===== src/rtl/seq_pkg.sv =====
// Shared definitions for the instruction sequencer: opcodes, FSM encoding, IR field positions.
// Optional build macro used by the top: SEQ_PERF_CNT_EN.
`timescale 1ns/1ps
package seq_pkg;

   localparam int INSTR_W = 16;

   localparam int OP_MSB  = 15;
   localparam int OP_LSB  = 12;
   localparam int DR_MSB  = 11;
   localparam int DR_LSB  = 9;
   localparam int SA_MSB  = 8;
   localparam int SA_LSB  = 6;
   localparam int SB_MSB  = 5;
   localparam int SB_LSB  = 3;
   localparam int IMM_MSB = 5;
   localparam int IMM_LSB = 0;

   localparam logic [3:0] OP_NOP  = 4'h0;
   localparam logic [3:0] OP_MOV  = 4'h1;
   localparam logic [3:0] OP_ADD  = 4'h2;
   localparam logic [3:0] OP_SUB  = 4'h3;
   localparam logic [3:0] OP_AND  = 4'h4;
   localparam logic [3:0] OP_OR   = 4'h5;
   localparam logic [3:0] OP_XOR  = 4'h6;
   localparam logic [3:0] OP_NOT  = 4'h7;
   localparam logic [3:0] OP_LDI  = 4'h8;
   localparam logic [3:0] OP_HALT = 4'hF;

   typedef enum logic [2:0] {
      ST_IDLE   = 3'd0,
      ST_DECODE = 3'd1,
      ST_EXEC   = 3'd2,
      ST_WB     = 3'd3,
      ST_HALT   = 3'd4
   } state_e;

   function automatic logic [3:0] opcode_of(input logic [INSTR_W-1:0] ir);
      return ir[OP_MSB:OP_LSB];
   endfunction

endpackage


===== src/rtl/instr_decode.sv =====
// Purely combinational opcode decode of the instruction register.
`timescale 1ns/1ps
module instr_decode
   import seq_pkg::*;
(
   input  logic [INSTR_W-1:0] IR,
   output logic [3:0]         ALU_OP,
   output logic               MUX_B,
   output logic [7:0]         IMM,
   output logic               is_write,
   output logic               is_halt,
   output logic               is_illegal
);

   logic [3:0] op;
   // Register-select fields are consumed by the top, not here.
   logic       unused_fields;

   assign op            = opcode_of(IR);
   assign unused_fields = ^IR[DR_MSB:SA_LSB];

   always_comb begin
      ALU_OP     = op;
      MUX_B      = (op == OP_LDI);
      IMM        = 8'h00;
      is_write   = (op >= OP_MOV) && (op <= OP_LDI);
      is_halt    = (op == OP_HALT);
      is_illegal = (op > OP_LDI) && (op < OP_HALT);
      if (op == OP_LDI) begin
         IMM = {2'b00, IR[IMM_MSB:IMM_LSB]};
      end
   end

endmodule


===== src/rtl/instr_sequencer.sv =====
// Instruction sequencer: IDLE -> DECODE -> (EXEC -> WB) -> IDLE, or HALT until reset.
// Define SEQ_PERF_CNT_EN to add the INSTR_COUNT transfer counter output.
`timescale 1ns/1ps
module instr_sequencer
   import seq_pkg::*;
(
   input  logic               CLK,
   input  logic               RST_N,
   input  logic [INSTR_W-1:0] INSTR,
   input  logic               INSTR_VALID,
   output logic               INSTR_READY,
   output logic [2:0]         SA,
   output logic [2:0]         SB,
   output logic [2:0]         DR,
   output logic               LD,
   output logic [3:0]         ALU_OP,
   output logic               MUX_B,
   output logic [7:0]         IMM,
   output logic               BUSY,
   output logic               ILLEGAL,
   output logic               HALTED
`ifdef SEQ_PERF_CNT_EN
   ,
   output logic [15:0]        INSTR_COUNT
`endif
);

   state_e             state_q, state_d;
   logic [INSTR_W-1:0] ir_q, ir_d;
   logic               armed_q;
   logic               transfer;
   logic               in_flight;

   logic [3:0] dec_alu_op;
   logic       dec_mux_b;
   logic [7:0] dec_imm;
   logic       dec_write;
   logic       dec_halt;
   logic       dec_illegal;

   instr_decode u_decode (
      .IR         (ir_q),
      .ALU_OP     (dec_alu_op),
      .MUX_B      (dec_mux_b),
      .IMM        (dec_imm),
      .is_write   (dec_write),
      .is_halt    (dec_halt),
      .is_illegal (dec_illegal)
   );

   // armed_q keeps READY low until the first clock edge after reset release.
   always_ff @(posedge CLK or negedge RST_N) begin
      if (!RST_N) begin
         state_q <= ST_IDLE;
         ir_q    <= '0;
         armed_q <= 1'b0;
      end else begin
         state_q <= state_d;
         ir_q    <= ir_d;
         armed_q <= 1'b1;
      end
   end

   assign INSTR_READY = armed_q && (state_q == ST_IDLE);
   assign transfer    = INSTR_READY && INSTR_VALID;

   always_comb begin
      state_d = state_q;
      ir_d    = ir_q;
      case (state_q)
         ST_IDLE: begin
            if (transfer) begin
               ir_d    = INSTR;
               state_d = ST_DECODE;
            end
         end
         ST_DECODE: begin
            if (dec_halt) begin
               state_d = ST_HALT;
            end else if (dec_write) begin
               state_d = ST_EXEC;
            end else begin
               state_d = ST_IDLE;
            end
         end
         ST_EXEC: state_d = ST_WB;
         ST_WB:   state_d = ST_IDLE;
         ST_HALT: state_d = ST_HALT;
         default: state_d = ST_IDLE;
      endcase
   end

   // Register selects come straight from IR, so they hold until the next transfer.
   assign in_flight = (state_q == ST_DECODE) || (state_q == ST_EXEC) || (state_q == ST_WB);
   assign SA        = ir_q[SA_MSB:SA_LSB];
   assign SB        = ir_q[SB_MSB:SB_LSB];
   assign DR        = ir_q[DR_MSB:DR_LSB];
   assign ALU_OP    = dec_alu_op;
   assign MUX_B     = in_flight && dec_mux_b;
   assign IMM       = in_flight ? dec_imm : 8'h00;
   assign LD        = (state_q == ST_WB);
   assign ILLEGAL   = (state_q == ST_DECODE) && dec_illegal;
   assign BUSY      = (state_q != ST_IDLE);
   assign HALTED    = (state_q == ST_HALT);

`ifdef SEQ_PERF_CNT_EN
   logic [15:0] count_q;

   always_ff @(posedge CLK or negedge RST_N) begin
      if (!RST_N) begin
         count_q <= 16'h0000;
      end else if (transfer) begin
         count_q <= count_q + 16'h0001;
      end
   end

   assign INSTR_COUNT = count_q;
`endif

endmodule


===== config.mk =====
export PLATFORM = sky130hd
export DESIGN_NAME = instr_sequencer
export DESIGN_NICKNAME = d
export VERILOG_FILES = /design/src/rtl/seq_pkg.sv /design/src/rtl/instr_decode.sv /design/src/rtl/instr_sequencer.sv
export SDC_FILE = /design/constraint.sdc
export NUM_CORES = 1
export LEC_CHECK = 0
export ABC_AREA = 0
export ABC_CLOCK_PERIOD_IN_PS = 3950
export BUFFER_PORTS_ARGS = -buffer_cell sky130_fd_sc_hd__buf_2
export CAP_MARGIN = 20
export CELL_PAD_IN_SITES_DETAIL_PLACEMENT = 1
export CELL_PAD_IN_SITES_GLOBAL_PLACEMENT = 2
export CORE_ASPECT_RATIO = 1.1
export CORE_MARGIN = 5
export CORE_UTILIZATION = 30
export CTS_CLUSTER_SIZE = 16
export DETAILED_ROUTE_END_ITERATION = 10
export PLACE_DENSITY_LB_ADDON = 0.1
export SYNTH_ARGS = -nofsm -noshare
export SYNTH_HDL_FRONTEND = slang
export SYNTH_SLANG_ARGS = --single-unit

===== constraint.sdc =====
create_clock -name CLK -period 3.95 [get_ports CLK]
set_input_delay 0.395 -clock CLK [delete_from_list [all_inputs] [get_ports CLK]]
set_output_delay 0.395 -clock CLK [all_outputs]
set_load 0.02 [all_outputs]

; ---- Yosys cells after proc, flatten, opt, wreduce, memory -nomap -nowiden
; Cells that the tools add are included.
[totals]
output_inout_bits = 27
regBits = 20
[op_classes]
muxes = 6
order_cmp = 4
n_reduce_logical = 11
n_eq_ne = 7
[ops]
columns = cell, n
row1 = case mux 3 bit (4 select lines), 1
row2 = "== test 4 bit, second input constant", 2
row3 = 2-to-1 mux 8 bit, 1
row4 = "== test 3 x 2 -> 1 bit, second input constant", 2
row5 = logical AND 1 bit, 6
row6 = 2-to-1 mux 3 bit, 2
row7 = 2-to-1 mux 6 bit, 1
row8 = "greater-or-equal comparator 4 x 1 -> 1 bit, second input constant", 1
row9 = "> comparator 4 bit, second input constant", 1
row10 = "<= comparator 4 bit, second input constant", 1
row11 = "< comparator 4 bit, second input constant", 1
row12 = "== test 3 x 1 -> 1 bit, second input constant", 1
row13 = "== test 3 bit, second input constant", 1
row14 = logical NOT 3 bit, 1
row15 = nonzero test 3 bit, 1
row16 = logical OR 1 bit, 2
row17 = 2-to-1 mux 2 bit, 1
row18 = "!= test 2 bit, second input constant", 1
row19 = AND reduction 2 bit, 1

; ---- Logic depth before layout (Yosys ltp)
; Gate-level depths: netlist (run 1).
[depth]
depth_word = 5
depth_mapped = 5

; ---- Cells and area by module
; Synthesis (run 1) repeated with hierarchy kept, for this count alone.
[unflattened]
hier_cells = 94
area_unflattened_um2 = 1139.8
[modules_own_cells]
columns = module, area_per_inst_um2, n_inst, seq_area_each_um2, cells_per_inst
row1 = instr_sequencer, 988.4, 1, 500.5, 75
row2 = instr_decode, 151.4, 1, 0.0, 19

; ---- Least setup slack after synthesis (run 1)
; OpenSTA, ideal clock, no wires.
[synth_path]
kind = register -> output
from = reg ir_q[14]
to = out IMM[0]
path_buffers = 0
slack_ns = 2.223
arrival_time_ns = 1.332
required_ns = 3.555
stages_incl_launch_ff = 4
cell_sequence = dfrtp_1 -> nor3_1 -> and4bb_2 -> and2_1
[synth_via]
elab_chain_cells = 3
[synth_rtl]
columns = element, line_no
row1 = from (decl), instr_sequencer.sv:29  ; logic [INSTR_W-1:0] ir_q, ir_d;
row2 = from (signal assigned), instr_sequencer.sv:59  ; ir_q <= ir_d;
row3 = == test 4 bit, instr_decode.sv:29  ; if (op == OP_LDI) begin
row4 = 2-to-1 mux 6 bit, instr_decode.sv:29
row5 = 2-to-1 mux 8 bit, instr_sequencer.sv:100  ; assign IMM = in_flight ? dec_imm : 8'h00;
row6 = to (decl), instr_sequencer.sv:18  ; output logic [7:0] IMM,
; Every way passes these cells.

; ---- Worst setup path in the final report (run 1)
[layout_path]
from = reg ir_q[14]
to = out IMM[4]
; Same word-level chain as after synthesis.

==> results of run 1 <==
## cell families (layout without fill, tap and decap cells)
| kind of cell | after synthesis | after routing |
|---|---|---|
| XOR/XNOR | 1 | 1 |
| AND/OR/NAND/NOR | 23 | 23 |
| flip-flops | 20 | 20 |
| AO/OA/AOI/OAI | 3 | 3 |
| other | 2 | 3 |
| buffers and inverters | 20 | 49 |
| multiplexers | 16 | 16 |
## path summary, 6_finish.rpt
| check | start | end | slack (ps) | depth (start not counted) |
|---|---|---|---|---|
| setup / recovery | ir_q[14] | IMM[4] | 1810 | 4 |
| hold / removal | RST_N | armed_q | 20 | 1 |
| setup reg to reg | state_q[2] | ir_q[0] | 2350 | 3 |
| hold reg to reg | ir_q[6] | ir_q[6] | 510 | 1 |
| max in group asynchronous | RST_N | ir_q[9] | 3610 | 1 |
| min in group CLK | INSTR[5] | ir_q[5] | 310 | 2 |
## synthesized netlist by cell type, types with 2 or more instances
| master | number | area [sq um] |
|---|---|---|
| mux2_2 | 7 | 78.8 |
| nor3_1 | 2 | 10.0 |
| buf_4 | 15 | 113 |
| nand2_1 | 3 | 11.3 |
| inv_1 | 2 | 7.51 |
| buf_6 | 2 | 22.5 |
| dfrtp_1 | 20 | 500 |
| and2_1 | 8 | 50.1 |
| conb_1 | 2 | 7.51 |
| mux2_4 | 9 | 135 |
| nor2_1 | 3 | 11.3 |
## metrics by stage
stage	cell area [sq um]	hold slack, ps	cells
final	1250	16.0	163
after global routing	1250	52.1	163
after CTS	1250	29.8	163
after detailed placement	1190	382	159
after global placement	1190	381	159
after floorplan	1060	99.4	86
## power by group through the flow
| stage | clock [W] | sequential [W] | combinational [W] |
|---|---|---|---|
| floorplan | 0 | 0.000354 | 0.000442 |
| global placement | 0 | 0.000385 | 0.000448 |
| detailed placement | 0 | 0.000389 | 0.000455 |
| CTS | 0.000177 | 0.000387 | 0.000453 |
| global route | 0.000184 | 0.000402 | 0.000479 |
| finish | 0.000170 | 0.000383 | 0.000442 |
## critical path, cell delays in order (launching register included)
cell and delay, ps:
dfrtp_1 430, nor3_1 340, and4bb_2 370, and2_1 140, buf_2 160
## sequential cells by signal, summed over array words and instances (netlist names)
signal,cells
ir_q,16
state_q,3
armed_q,1
## per-layer routing
layer / vias to the layer above / routed length, microns / global-route usage / share of wire
met3: 2 / 214 / 0.0310 / 0.099
met5: - / 0 / 0 / 0
met4: 0 / 16 / 0.0474 / 0.0074
met2: 31 / 1060 / 0.166 / 0.49
li1: 324 / - / - / -
met1: 341 / 865 / 0.107 / 0.40
## final cells by class
cell class	count	area share
inverter	2	0.00602
multi-input combinational	46	0.329
sequential	20	0.402
clock inverter	1	0.0241
timing repair buffer	43	0.173
tap	48	0.0482
clock buffer	3	0.0181
==> impl_metrics.yaml, run 1 <==
worst_setup_path:
  crit_required_ps: 3560
  crit_arrival_ps: 1750
  cp_max_fo: 7
  endpoint_kind: "output port"
  start_kind: "flip-flop"
  path_class: "reg2out"
sta:
  drv_slew: 0
  finClkSkew_ps: 8.77
  post-route-min-period_ps: 2140
  rsz0062_at_grt: "false"
  finalHoldViolCount: 0
  layout_setup_ws_ps: 1810
  max_freq_mhz: 467
  setup_tns_ps: 0
  setup_viol: 0
  layout_worst_path_cycle_share: 0.543
floorplanning:
  rows: 22
  initial_core_util: 0.314
  ioPinCount: 46
  fp.dieW_microns: 66.5
  die_y_microns: 72.2
  dieArea_sq_um: 4800
  core_sq_um: 3360
clocking:
  root_buffer: "clkbuf_4"
  tritoncts: "yes"
  htree_num_levels: 1
  cts_inserted_buffers: 3
  clk_pin_slew_worst_paths_ps: 130
  clk_latency_ps: 300
  post_cts_buffers: 0
  postCtsResizedCells: 0
  clockBufferDepth: 2
  postCtsHoldBufs: 0
  cts_sinks: 20
synth:
  synth_edf_count: 0
  synth_ff_type: "dfrtp_1"
  ys_warn_count: 0
  ys_seq_area_frac: 0.474
  synth_cell_types: 23
  syn_inst: 85
  synthSimpleGateAreaFrac: 0.147
  synth_xor_area_frac: 0.00830
  synthAdderAreaFrac: 0
  synth_mux_area_frac: 0.203
  ys_ff_latch: 20
  syn_area_sq_um: 1050
  synth_area_per_cell_sq_um: 12.4
  synthArstFlopShare: 1.00
  synth_top_family_by_area: "multiplexers"
  synth_compound_area_frac: 0.0202
grt:
  antenna_found_initial: 0
  grt_max_degree: 21
  first_global_vias: 793
  grt_overflow_total: 0
  grt_pass1_wl_mm: 3.53
  grt.total_usage: 0.0972
final_layout:
  regArea_sq_um: 500
  areaGrowthSynthToFinish_pct: 18.1
  mostFrequentLayoutCell: "buf_2"
  fill_cells: 396
  nets: 135
  multi_input_area_sq_um: 410
  utilization: 0.371
  antennaDiodeCount: 0
  drive_above_1_share: 0.583
  layout_common_cells: "buf_2, dfrtp_1, mux2_4"
hold_path:
  hold_class: "in2async"
detailed_routing:
  drc_errors: 0
  ant_nets: 0
  wl_per_cell_microns: 13.3
  drt_first_pass_iters: 2
  viasPerCell: 4.28
  drt_wl_total_mm: 2.16
  drtIter0Drc: 27
  vias: 698
power:
  internal-power_w: 0.000609
  power_frac_comb: 0.444
  power_w: 0.000995
  clockPowerShare: 0.171
  leakage_nw: 0.650
  powerDensity_nw_per_um2: 798
  switching_share: 0.388
  irDropWorstVdd_v: 0.000263
  p_sw_w: 0.000386
  p_seq_frac: 0.385
place:
  globalplace.congestion: 0.739
  dp_slack_ps: 2150
  port_buffers: 43
  dp_hpwl_mm: 1.66
run:
  timing.max_cap.violations: 0
status:
  status: "complete, no violations"
No activity file was read; power rests on OpenSTA's default activity.
==> run 2, diff against run 1 <==
- ABC_AREA: 0 -> 1
- ABC_CLOCK_PERIOD_IN_PS: 3950 -> 1840
- CORE_UTILIZATION: 30 -> 22
- clock period: 3.95 -> 1.84 ns (I/O delays scaled with it)
==> run 2 against run 1 <==
Against the previous run: combinational power rose by 110%; wire length up 30%; sequential power increased by 100%; flip-flop and latch count stayed put; hold slack better by 100 ps; critical path depth rose by 2; critical path type unchanged.
==> impl_metrics.yaml, run 2 <==
status:
  status: "complete, no violations"
floorplanning:
  dieArea_sq_um: 6360
  ioPinCount: 46
  initial_core_util: 0.228
  rows: 26
  core_sq_um: 4680
  fp.dieW_microns: 76.5
  die_y_microns: 83.1
synth:
  synthArstFlopShare: 1.00
  synth_area_per_cell_sq_um: 7.87
  yosys-top-cells-area: "dfrtp_1, nand2_1, buf_4"
  synth_top_family_by_area: "simple AND/OR/NAND/NOR gates"
  synth_cell_types: 18
  synth_edf_count: 0
  yosys.area.top_type_share: 0.468
  ys_warn_count: 0
  syn_area_sq_um: 1070
  synth_ff_type: "dfrtp_1"
  synthAdderAreaFrac: 0
  syn_inst: 136
  yosys-top-cells-count: "nand2_1, dfrtp_1, buf_4, inv_1, nor2_1"
  synth_xor_area_frac: 0
  yosys.area.top_type: "dfrtp_1"
  ys_seq_area_frac: 0.468
  synthSimpleGateAreaFrac: 0.332
  synth_compound_area_frac: 0.0129
  ys_ff_latch: 20
  yosysMostFrequentCell: "nand2_1"
  synth_mux_area_frac: 0
final_layout:
  areaGrowthSynthToFinish_pct: 21.8
  top_regs: "ir_q x16, state_q x3, armed_q x1"
  mostFrequentLayoutCell: "nand2_1"
  fin_area_sq_um: 1300
  nets: 189
  fill_cells: 595
  top_register: "ir_q"
  multi_input_area_sq_um: 380
  largest_reg_flops: 16
  antennaDiodeCount: 0
  regArea_sq_um: 500
  drive_above_1_share: 0.325
  layout_common_cells: "nand2_1, buf_2, dfrtp_1"
  utilization: 0.278
detailed_routing:
  drt_wl_total_mm: 2.80
  vias: 897
  drc_errors: 0
  viasPerCell: 3.99
  ant_nets: 0
  drt_first_pass_iters: 4
  drtIter0Drc: 25
  wl_per_cell_microns: 12.4
worst_setup_path:
  path_class: "reg2out"
  start_kind: "flip-flop"
  endpoint_kind: "output port"
  reg2reg_from: "state_q[1]"
  crit_required_ps: 1660
  slowest_delay_ps: 440
  crit_cells: 6
  regToRegSetupSlack_ps: 540
  r2r.worst_path.cells: 4
  reg2reg_to: "ir_q[3]"
  cp_max_fo: 7
  cp_num_buf_inv: 3
  crit_path_start: "state_q[1]"
  crit_chain: "nor2_4 > inv_1 > nand4_1 > buf_4 > nor2_1 > buf_2"
  critPathSlowestCell: "dfrtp_1"
  cp_top_family: "flip-flops"
  crit_arrival_ps: 1450
clocking:
  postCtsResizedCells: 0
  clk_pin_slew_worst_paths_ps: 80
  tritoncts: "yes"
  htree_num_levels: 1
  cts_sinks: 20
  cts_inserted_buffers: 3
  clk_latency_ps: 260
  root_buffer: "clkbuf_8"
  clockBufferDepth: 2
grt:
  antenna_found_initial: 0
  grt_pass1_wl_mm: 4.92
  first_global_vias: 1079
  grt.total_usage: 0.0953
  grt_overflow_total: 0
  grt_max_degree: 21
sta:
  setup_viol: 0
  rsz0062_at_grt: "false"
  post-route-min-period_ps: 1630
  finClkSkew_ps: 2.82
  drv_slew: 0
  setup_tns_ps: 0
  max_freq_mhz: 613
  layout_setup_ws_ps: 207
  finalHoldViolCount: 0
  layout_worst_path_cycle_share: 0.887
hold_path:
  hold_class: "in2reg"
  whs_path_depth: 3
  hold_path_end: "ir_q[0]"
  hp-start: "INSTR[0]"
place:
  globalplace.congestion: 0.712
  dp_slack_ps: 259
  place_area_sq_um: 1230
  port_buffers: 43
  dp_hpwl_mm: 2.13
power:
  power_w: 0.00206
  powerDensity_nw_per_um2: 1580
  leakage_nw: 0.784
  irDropWorstVdd_v: 0.000443
run:
  timing.max_cap.violations: 0
[run 2: layout make-up]
| class | instances | share of cell area |
|---|---|---|
| Inverter | 17 | 0.0490 |
| Timing Repair Buffer | 45 | 0.179 |
| Sequential cell | 20 | 0.384 |
| Tap cell | 56 | 0.0538 |
| Clock buffer | 4 | 0.0423 |
| Multi-Input combinational cell | 83 | 0.292 |
[run 2: how the worst max path moves through the flow]
stage	end	slack, ps
6_report	IMM[0]	210
3_3_place_gp	IMM[0]	330
3_5_place_dp	IMM[0]	260
5_1_grt	IMM[0]	80
2_1_floorplan	IMM[0]	550
4_1_cts	IMM[0]	180
[run 2: where the power goes]
| group | internal (W) | switching (W) | total (W) | leakage, nW |
|---|---|---|---|---|
| clock network | 0.000190 | 0.000149 | 0.000339 | 0.0288 |
| registers | 0.000626 | 0.000152 | 0.000778 | 0.250 |
| logic | 0.000314 | 0.000628 | 0.000942 | 0.506 |
[run 2: cell families after synthesis]
group,count (synthesis)
and+or+nand+nor,78
buffers and inverters,34
AOI/OAI and AO/OA,2
DFF,20
other,2
[run 2: worst reg2reg max path, stage by stage (launching register included)]
cell	delay [ps]
dfrtp_1	440
nor2_4	220
nand4_4	310
nand2_1	160
nand2_1	60
[run 2: repair_timing]
action                                  CTS  global route
endpoints found under the setup margin    2             0
buffers inserted                          1             0
hold buffers                              1             0
hold endpoints to repair                 20             0
[run 2: stage by stage]
stage               hold WS [ps]  cells
floorplan                   -112    137
global placement             181    219
detailed placement           190    219
CTS                          101    225
global route                 116    225
finish                       116    225
[run 2: metal layers]
metal	vias up	routed length, microns	track usage	part of all wire
li1	446	-	-	-
met1	427	1190	0.105	0.43
met2	22	1420	0.167	0.51
met3	2	166	0.0390	0.059
met4	0	25	0.0286	0.0089
met5	-	0	0	0
==> run 3, diff against run 2 <==
- ABC_AREA: 1 -> default
- CORE_UTILIZATION: 22 -> 25
==> run 3 against run 2 <==
Against the previous run: critical path depth decreased by 2; maximum frequency is 5.9% lower; clock power shrank 18%; largest power group unchanged; clock skew shrank 1.3 ps; via count decreased by 24%; setup slack got worse by 100 ps; critical endpoint unchanged; flip-flop and latch count stayed put; total power increased by 1.8%; cell area fell by 2.5%; sequential power rose by 6.6%.
==> impl_metrics.yaml, run 3 (synthesis results as in run 1) <==
final_layout:
  fill_cells: 486
  largest_reg_flops: 16
  antennaDiodeCount: 0
  top_register: "ir_q"
  layout_common_cells: "buf_2, dfrtp_1, mux2_4"
  multi_input_area_sq_um: 415
  drive_above_1_share: 0.590
  nets: 138
  areaGrowthSynthToFinish_pct: 20.4
  regArea_sq_um: 500
  top_regs: "ir_q x16, state_q x3, armed_q x1"
  mostFrequentLayoutCell: "buf_2"
power:
  powerDensity_nw_per_um2: 1650
  leakage_nw: 0.660
  power_w: 0.00210
  p_seq_frac: 0.395
  power_frac_comb: 0.472
  internal-power_w: 0.00126
  clockPowerShare: 0.133
  switching_share: 0.399
  irDropWorstVdd_v: 0.000541
  p_sw_w: 0.000836
grt:
  first_global_vias: 797
  grt_overflow_total: 0
  grt.total_usage: 0.0851
  grt_pass1_wl_mm: 3.81
  antenna_found_initial: 0
  grt_max_degree: 21
worst_setup_path:
  start_kind: "flip-flop"
  crit_cells: 4
  r2r.worst_path.cells: 3
  cp_max_fo: 9
  reg2reg_from: "state_q[2]"
  crit_path_start: "state_q[0]"
  regToRegSetupSlack_ps: 260
  reg2reg_to: "ir_q[1]"
  endpoint_kind: "output port"
  cp_top_family: "simple AND/OR/NAND/NOR gates"
  crit_arrival_ps: 1550
  slowest_delay_ps: 530
  crit_end: "IMM[0]"
  cp_num_buf_inv: 1
  crit_required_ps: 1660
  crit_chain: "nor2_1 > and4bb_2 > and2_1 > buf_2"
  critPathSlowestCell: "dfrtp_1"
  path_class: "reg2out"
detailed_routing:
  met3WireLength_microns: 161
  ant_nets: 0
  routed.top_layer: "met4"
  drt_wl_total_mm: 2.27
  drc_errors: 0
  viasPerCell: 4.03
  drtIter0Drc: 32
  wl_per_cell_microns: 13.4
  drt_first_pass_iters: 4
  wl_met1_microns: 983
  met2_length_mm: 1.12
  vias: 681
sta:
  rsz0062_at_grt: "false"
  drv_slew: 0
  hold_slack_ps: 159
  setup_tns_ps: 0
  finalHoldViolCount: 0
  finClkSkew_ps: 1.49
  post-route-min-period_ps: 1740
  max_freq_mhz: 576
  layout_worst_path_cycle_share: 0.943
  setup_viol: 0
status:
  status: "complete, no violations"
clocking:
  clockBufferDepth: 2
  cts_sinks: 20
  root_buffer: "clkbuf_8"
  clk_pin_slew_worst_paths_ps: 70
  clk_latency_ps: 250
  htree_num_levels: 1
  cts_inserted_buffers: 3
  tritoncts: "yes"
floorplanning:
  ioPinCount: 46
  fp.dieW_microns: 71.9
  initial_core_util: 0.262
  dieArea_sq_um: 5620
  rows: 24
  die_y_microns: 78.1
  core_sq_um: 4020
place:
  port_buffers: 43
  globalplace.congestion: 0.747
  dp_hpwl_mm: 1.76
hold_path:
  hold_class: "in2reg"
run:
  timing.max_cap.violations: 0
run 3: metal layers:
layer	vias up	GRT usage
li1	331	-
met1	324	0.0996
met2	24	0.144
met3	2	0.0255
met4	0	0.0338
met5	-	0
run 3: worst min path at each step:
stage	startpoint	endpoint	slack, ps	cells past startpoint
global placement	RST_N	ir_q[1]	170	1
floorplan	RST_N	armed_q	-110	0
global route	INSTR[0]	ir_q[0]	140	2
finish	INSTR[10]	ir_q[10]	160	2
detailed placement	RST_N	ir_q[6]	170	1
CTS	INSTR[0]	ir_q[0]	150	2
run 3: through the flow:
step / worst slack, ps / util / cell area [sq um] / std cells
global placement: 253 / 0.300 / 1210 / 164
finish: 104 / 0.316 / 1270 / 169
global route: 8.88 / 0.316 / 1270 / 169
floorplan: 324 / - / 1060 / 86
CTS: 42.2 / 0.314 / 1260 / 168
detailed placement: 223 / 0.300 / 1210 / 164
run 3: power groups by stage:
stage / clock network [W] / logic [W] / registers, W
global route: 0.000318 / 0.00106 / 0.000868
finish: 0.000278 / 0.000989 / 0.000829
CTS: 0.000302 / 0.000999 / 0.000835
floorplan: 0 / 0.000948 / 0.000760
detailed placement: 0 / 0.000994 / 0.000834
global placement: 0 / 0.000977 / 0.000831
run 3: layout make-up:
type,instances,share of cell area
flip-flops and latches,20,0.394
inverters,2,0.00591
multi-input cells,46,0.327
clock buffers,3,0.0325
well taps,52,0.0512
repair buffers,46,0.189
run 3: what timing repair did:
| action | in CTS | in global routing |
|---|---|---|
| setup endpoints to repair | 6 | 6 |
| gates resized for setup | 1 | 0 |
| setup buffers | 0 | 1 |
| hold buffers | 1 | 0 |
| pin swaps | 1 | 1 |
| endpoints found under the hold margin | 20 | 0 |
